File: src/rtl/mult_div_unit.sv
// Iterative multiply/divide unit owning the architectural HI/LO registers.
// MULT/MULTU use a shift-add datapath and DIV/DIVU use a restoring
// shift-subtract datapath. Both run on magnitudes; signs are applied in a
// final FIXUP cycle, which is also the only point where HI/LO change for
// multi-cycle ops. MTHI/MTLO write HI/LO directly from IDLE.
module mult_div_unit #(
  parameter int WIDTH = 32
) (
  input  logic             clk,
  input  logic             reset,
  input  logic             start,
  input  logic [2:0]       op,
  input  logic [WIDTH-1:0] a,
  input  logic [WIDTH-1:0] b,
  output logic             busy,
  output logic             done,
  output logic [WIDTH-1:0] hi,
  output logic [WIDTH-1:0] lo
);

  localparam int CW = $clog2(WIDTH);

  localparam logic [2:0] OP_MULT  = 3'b000;
  localparam logic [2:0] OP_MULTU = 3'b001;
  localparam logic [2:0] OP_DIV   = 3'b010;
  localparam logic [2:0] OP_DIVU  = 3'b011;
  localparam logic [2:0] OP_MTHI  = 3'b100;
  localparam logic [2:0] OP_MTLO  = 3'b101;

  localparam logic [1:0] S_IDLE  = 2'd0;
  localparam logic [1:0] S_MUL   = 2'd1;
  localparam logic [1:0] S_DIV   = 2'd2;
  localparam logic [1:0] S_FIXUP = 2'd3;

  logic [1:0]         state_q, state_d;
  logic [CW-1:0]      count_q, count_d;
  logic [2*WIDTH-1:0] acc_q, acc_d;
  logic [WIDTH-1:0]   a_mag_q, a_mag_d;
  logic [WIDTH-1:0]   b_mag_q, b_mag_d;
  logic               sign_a_q, sign_a_d;
  logic               sign_b_q, sign_b_d;
  logic               is_div_q, is_div_d;
  logic               b_zero_q, b_zero_d;
  logic [WIDTH-1:0]   hi_q, hi_d;
  logic [WIDTH-1:0]   lo_q, lo_d;
  logic               busy_q, busy_d;
  logic               done_q, done_d;

  // Operand decode: signed ops take magnitudes, unsigned ops pass raw values.
  logic             signed_op;
  logic             a_neg, b_neg;
  logic [WIDTH-1:0] a_abs, b_abs;

  assign signed_op = (op == OP_MULT) || (op == OP_DIV);
  assign a_neg     = signed_op && a[WIDTH-1];
  assign b_neg     = signed_op && b[WIDTH-1];
  // INT_MIN negates to itself, which is exactly its unsigned magnitude.
  assign a_abs     = a_neg ? -a : a;
  assign b_abs     = b_neg ? -b : b;

  // One shift-add step: add multiplicand to the upper half when the current
  // multiplier bit (acc LSB) is set, then shift the whole accumulator right.
  logic [WIDTH:0]     mul_sum;
  logic [2*WIDTH-1:0] mul_next;

  assign mul_sum  = {1'b0, acc_q[2*WIDTH-1:WIDTH]} +
                    {1'b0, (acc_q[0] ? a_mag_q : {WIDTH{1'b0}})};
  assign mul_next = {mul_sum, acc_q[WIDTH-1:1]};

  // One restoring divide step on {remainder, quotient}: shift left one bit,
  // trial-subtract the divisor, keep the difference only if it is non-negative.
  logic [WIDTH:0]     div_shift;
  logic [WIDTH:0]     div_diff;
  logic [2*WIDTH-1:0] div_next;

  assign div_shift = acc_q[2*WIDTH-1:WIDTH-1];
  assign div_diff  = div_shift - {1'b0, b_mag_q};
  assign div_next  = div_diff[WIDTH]
                   ? {div_shift[WIDTH-1:0], acc_q[WIDTH-2:0], 1'b0}
                   : {div_diff[WIDTH-1:0],  acc_q[WIDTH-2:0], 1'b1};

  // Sign fixup of the finished magnitude result.
  logic               res_neg;
  logic [2*WIDTH-1:0] prod_fix;
  logic [WIDTH-1:0]   quo_fix, rem_fix, a_orig;

  assign res_neg  = sign_a_q ^ sign_b_q;
  assign prod_fix = res_neg ? -acc_q : acc_q;
  assign quo_fix  = res_neg ? -acc_q[WIDTH-1:0] : acc_q[WIDTH-1:0];
  assign rem_fix  = sign_a_q ? -acc_q[2*WIDTH-1:WIDTH] : acc_q[2*WIDTH-1:WIDTH];
  assign a_orig   = sign_a_q ? -a_mag_q : a_mag_q;

  // Next-state logic for the control FSM, datapath and HI/LO.
  always_comb begin
    // NOTE: every signal gets its hold value first, so no path through the
    // case below can leave one unassigned and infer a latch.
    state_d  = state_q;
    count_d  = count_q;
    acc_d    = acc_q;
    a_mag_d  = a_mag_q;
    b_mag_d  = b_mag_q;
    sign_a_d = sign_a_q;
    sign_b_d = sign_b_q;
    is_div_d = is_div_q;
    b_zero_d = b_zero_q;
    hi_d     = hi_q;
    lo_d     = lo_q;
    busy_d   = busy_q;
    done_d   = 1'b0;

    case (state_q)
      S_IDLE: begin
        if (start) begin
          case (op)
            OP_MULT, OP_MULTU, OP_DIV, OP_DIVU: begin
              a_mag_d  = a_abs;
              b_mag_d  = b_abs;
              sign_a_d = a_neg;
              sign_b_d = b_neg;
              is_div_d = op[1];
              b_zero_d = (b == '0);
              count_d  = '0;
              busy_d   = 1'b1;
              // Multiply keeps the multiplier in the low half; divide keeps
              // the dividend there. The upper half always starts cleared.
              acc_d    = {{WIDTH{1'b0}}, (op[1] ? a_abs : b_abs)};
              state_d  = op[1] ? S_DIV : S_MUL;
            end
            OP_MTHI: hi_d = a;
            OP_MTLO: lo_d = a;
            default: ;
          endcase
        end
      end

      S_MUL: begin
        acc_d   = mul_next;
        count_d = count_q + 1'b1;
        if (count_q == CW'(WIDTH - 1)) state_d = S_FIXUP;
      end

      S_DIV: begin
        acc_d   = div_next;
        count_d = count_q + 1'b1;
        if (count_q == CW'(WIDTH - 1)) state_d = S_FIXUP;
      end

      S_FIXUP: begin
        if (!is_div_q) begin
          hi_d = prod_fix[2*WIDTH-1:WIDTH];
          lo_d = prod_fix[WIDTH-1:0];
        end else if (b_zero_q) begin
          hi_d = a_orig;
          lo_d = {WIDTH{1'b1}};
        end else begin
          hi_d = rem_fix;
          lo_d = quo_fix;
        end
        done_d  = 1'b1;
        busy_d  = 1'b0;
        state_d = S_IDLE;
      end

      default: state_d = S_IDLE;
    endcase
  end

  // State registers; reset aborts any operation and clears HI/LO.
  always_ff @(posedge clk or posedge reset) begin
    if (reset) begin
      state_q  <= S_IDLE;
      count_q  <= '0;
      acc_q    <= '0;
      a_mag_q  <= '0;
      b_mag_q  <= '0;
      sign_a_q <= 1'b0;
      sign_b_q <= 1'b0;
      is_div_q <= 1'b0;
      b_zero_q <= 1'b0;
      hi_q     <= '0;
      lo_q     <= '0;
      busy_q   <= 1'b0;
      done_q   <= 1'b0;
    end else begin
      // NOTE: non-blocking updates so every register samples the values from
      // before this edge, independent of statement order.
      state_q  <= state_d;
      count_q  <= count_d;
      acc_q    <= acc_d;
      a_mag_q  <= a_mag_d;
      b_mag_q  <= b_mag_d;
      sign_a_q <= sign_a_d;
      sign_b_q <= sign_b_d;
      is_div_q <= is_div_d;
      b_zero_q <= b_zero_d;
      hi_q     <= hi_d;
      lo_q     <= lo_d;
      busy_q   <= busy_d;
      done_q   <= done_d;
    end
  end

  assign busy = busy_q;
  assign done = done_q;
  assign hi   = hi_q;
  assign lo   = lo_q;

endmodule

File: config.mk
export PLATFORM = sky130hd
export DESIGN_NAME = mult_div_unit
export DESIGN_NICKNAME = d
export VERILOG_FILES = /design/src/rtl/mult_div_unit.sv
export SDC_FILE = /design/constraint.sdc
export NUM_CORES = 1
export LEC_CHECK = 0
export CAP_MARGIN = 20
export CORE_MARGIN = 2
export CORE_UTILIZATION = 55
export DETAILED_ROUTE_END_ITERATION = 10
export DONT_BUFFER_PORTS = 1
export HOLD_SLACK_MARGIN = 0.06
export PLACE_DENSITY_LB_ADDON = 0.12
export SLEW_MARGIN = 20
export SYNTH_ARGS = -nofsm -noshare
export SYNTH_HDL_FRONTEND = slang
export SYNTH_SLANG_ARGS = --single-unit
File: constraint.sdc
create_clock -name clk -period 8.2 [get_ports clk]
set_input_delay 0 -clock clk [delete_from_list [all_inputs] [get_ports clk]]
set_output_delay 0 -clock clk [all_outputs]
set_load 0.02 [all_outputs]
==> impl_metrics.ini <==
[outcome]
status = complete, no violations

[place]
hpwl_mm = 46.4
io_buffers = 0
gp_congestion = 1.02
dp_cells = 2425

[drt]
ant_nets = 0
wl_per_cell_um = 24.4
wl_mm = 62.7
viasPerCell = 6.62
num_vias = 16993
firstDrtPassIters = 6
route.detailed.drc = 0
dr.first_iter.drc_count = 1917

[sta]
worstMarginPinSlew_ns = 1.08
fmax_mhz = 222
rsz0062_at_grt = false
hold_viol_final = 0
min_period_ns = 4.50
final_max_slew_viol_count = 0
setup_viol = 0
fin_tns_setup_ns = 0
relSlewSlack_pct = 27.8
finClkSkew_ns = 0.0212
finalCritPeriodShare_pct = 54.9

[cts]
cts_buffers = 24
clockBufferDepth = 3
clock-sinks = 205
cts-root-buf = clkbuf_16
cts_tree = yes
htree_num_levels = 1
path_clk_slew_ns = 0.06
clk_latency_ns = 0.55
post-cts-setup-buffers = 0

[power]
power_density_nw_per_um2 = 474
power_frac_clock_pct = 12.1
p_comb_share_pct = 61.5
p_int_mw = 4.28
p_leak_nw = 7.91
ir_worst_vdd_uv = 370
switching_share_pct = 52.7
share_seq_of_total_power_pct = 26.4
p_sw_mw = 4.76

[worst_setup_path]
worstPathArrival_ns = 4.97
critPathCaptureType = flop
critPathSlowestCell = or4_4
startpoint_type = flop
critPathKind = flop to flop
critPathMaxFanout = 33
required_ns = 8.67
path_cells = inv_1 -> ha_1 -> nor2b_1 -> nand4_1 -> or4_4 -> inv_2 -> a31oi_1 -> a2111oi_0 -> a21oi_1 -> o22ai_1 -> dlygate4sd3_1
slowest_delay_ns = 0.79

[synth]
dominantRegCellSynth = dfrtp_1
synth.cell_area_um2 = 17200
synth_seq_cells = 205
ys_warn_count = 0
synth_edf_count = 0
synth_cell_types = 79
yosysSeqAreaShare_pct = 29.8
avgSynthCellArea_um2 = 7.95
synthCells = 2166
syn_nets = 2314
async_reset_ff_share_pct = 100

[floorplan]
core_area_um2 = 30700
chipHeight_um = 181
die_w_um = 181
die-area_um2 = 32700
io_pins = 136
initial_core_util_pct = 56.0
rows = 64

[layout]
stdcell_count = 2565
nFillCells = 2728
drive_above_1_share_pct = 4.43
final_nets = 2298
final_cell_mix = nand2_1, o21ai_0, dfrtp_1, a21oi_1, nor2_1
syn_to_final_growth_pct = 10.7
final_common_cell = nand2_1

[flow_run]
maxCapViolations = 0

[global_routing]
antenna_found_initial = 4
grt_max_degree = 146
grt_remaining_overflow = 0
track_usage_pct = 37.6
grt_pass1_wl_mm = 95.0
first_global_vias = 15884

[hold_path]
holdCritPathClass = input pin to asynchronous set/reset pin
-- power by group through the flow --
stage                     logic, mW  registers (mW)  clock network (mW)
after global placement         5.24            2.37                   0
after detailed placement       5.31            2.38                   0
after global routing           6.10            2.45                1.13
after floorplan                4.31            2.01                   0
after CTS                      5.44            2.37                1.10
final                          5.56            2.39                1.09
-- final cells by class --
cell class                 instances  area [um^2]  share of cell area (%)
multi-input combinational       1735        11300                    59.0
sequential                       205         5130                    26.9
timing repair buffer             115         1110                    5.83
clock buffer                      34          678                    3.56
tap                              396          495                    2.60
inverter                          69          272                    1.42
clock inverter                     9          120                   0.630
antenna                            2         5.00                  0.0262
-- Yosys cell counts, drive strengths merged, types with 4 or more instances --
cell type / instances / area share, %
dfrtp: 205 / 30
nor4: 21 / 0.80
a311oi: 4 / 0.20
a32oi: 4 / 0.20
buf: 13 / 0.45
xnor2: 131 / 6.7
nor2b: 14 / 0.51
nand3: 29 / 0.84
o41ai: 22 / 1.2
a21o: 24 / 1.0
nor3: 47 / 1.4
clkbuf: 144 / 3.1
a31oi: 18 / 0.65
a41oi: 4 / 0.20
o22ai: 41 / 1.5
ha: 76 / 5.5
nand2: 237 / 5.2
nand4: 14 / 0.51
o21a: 13 / 0.57
a221o: 14 / 0.81
a211oi: 16 / 0.70
o311ai: 6 / 0.31
a21oi: 157 / 4.6
a22oi: 35 / 1.5
or2: 8 / 0.31
and3: 20 / 0.73
nand2b: 21 / 0.76
and2: 43 / 1.6
or4: 23 / 1.0
o31a: 4 / 0.20
o21bai: 10 / 0.44
xor2: 101 / 5.1
a221oi: 11 / 0.60
inv: 68 / 1.5
nor2: 133 / 2.9
o21ai: 265 / 7.7
mux2: 6 / 0.39
o211ai: 21 / 0.92
a22o: 10 / 0.51
or3: 12 / 0.46
o31ai: 28 / 1.3
o221ai: 18 / 0.92
mux2i: 41 / 2.4
a2111oi: 4 / 0.31
-- routing by layer --
layer	global-route usage [%]	share of wire, %
met3	9.43	9.9
met4	19.3	5.9
met5	0	0.073
met2	57.7	44
met1	49.2	40
-- registers in the layout (all words and copies together), names as in the netlist --
name,flops
done,1
sign_a_q,1
state_q,2
acc_q,64
b_zero_q,1
hi,32
a_mag_q,32
b_mag_q,32
lo,32
sign_b_q,1
is_div_q,1
busy,1
count_q,5
-- critical path: cells and delay by family, from the launching register on --
kind | cells | cell delay, ns
compound gates | 4 | 1.04
fa+ha+maj | 1 | 0.26
buf+inv | 3 | 1.04
flops | 1 | 0.65
simple gates | 3 | 1.42
-- cells by family (layout without fill, tap and decap cells) --
kind of cell,after synthesis,in the layout,synth area share [%]
DFF,205,205,29.8
adders and majority gates,78,78,5.75
muxes,48,48,2.91
AOI/OAI and AO/OA,741,741,27.0
other,0,2,0
buffers and inverters,226,227,5.09
xor gates and xnor gates,232,232,11.8
and+or+nand+nor,636,636,17.7
-- repair_timing --
item                                   in CTS  in global routing
gates resized for setup                     0                  0
hold buffers                               95                  0
endpoints found under the hold margin     309                  0
-- final timing paths --
| kind | start | slack [ns] | cells after the start | end |
|---|---|---|---|---|
| max | acc_q[0]$_DFFE_PP0P_ | 3.70 | 11 | hi[18]$_DFFE_PP0P_ |
| min | reset | 0.07 | 2 | b_mag_q[12]$_DFFE_PP0P_ |
| max reg2reg | acc_q[0]$_DFFE_PP0P_ | 3.70 | 11 | hi[18]$_DFFE_PP0P_ |
| min reg2reg | b_mag_q[12]$_DFFE_PP0P_ | 0.48 | 2 | b_mag_q[12]$_DFFE_PP0P_ |
| max in group asynchronous | reset | 6.70 | 3 | sign_a_q$_DFFE_PP0P_ |
| min in group clk | b[2] | 0.07 | 5 | acc_q[3]$_DFFE_PP0P_ |
-- through the flow --
step | hold WS, ns | instance area, um^2 | setup WS (ns) | power [mW] | utilization (%)
after floorplan | 0.0967 | 17200 | 2.60 | 6.32 | -
after global placement | 0.102 | 17300 | 4.04 | 7.61 | 56.3
after detailed placement | 0.114 | 17300 | 3.91 | 7.70 | 56.3
after CTS | 0.0609 | 19100 | 3.80 | 8.91 | 62.0
after global routing | 0.123 | 19100 | 3.47 | 9.68 | 62.0
final | 0.0730 | 19100 | 3.70 | 9.04 | 62.0
No activity file was read; power rests on OpenSTA's default activity.
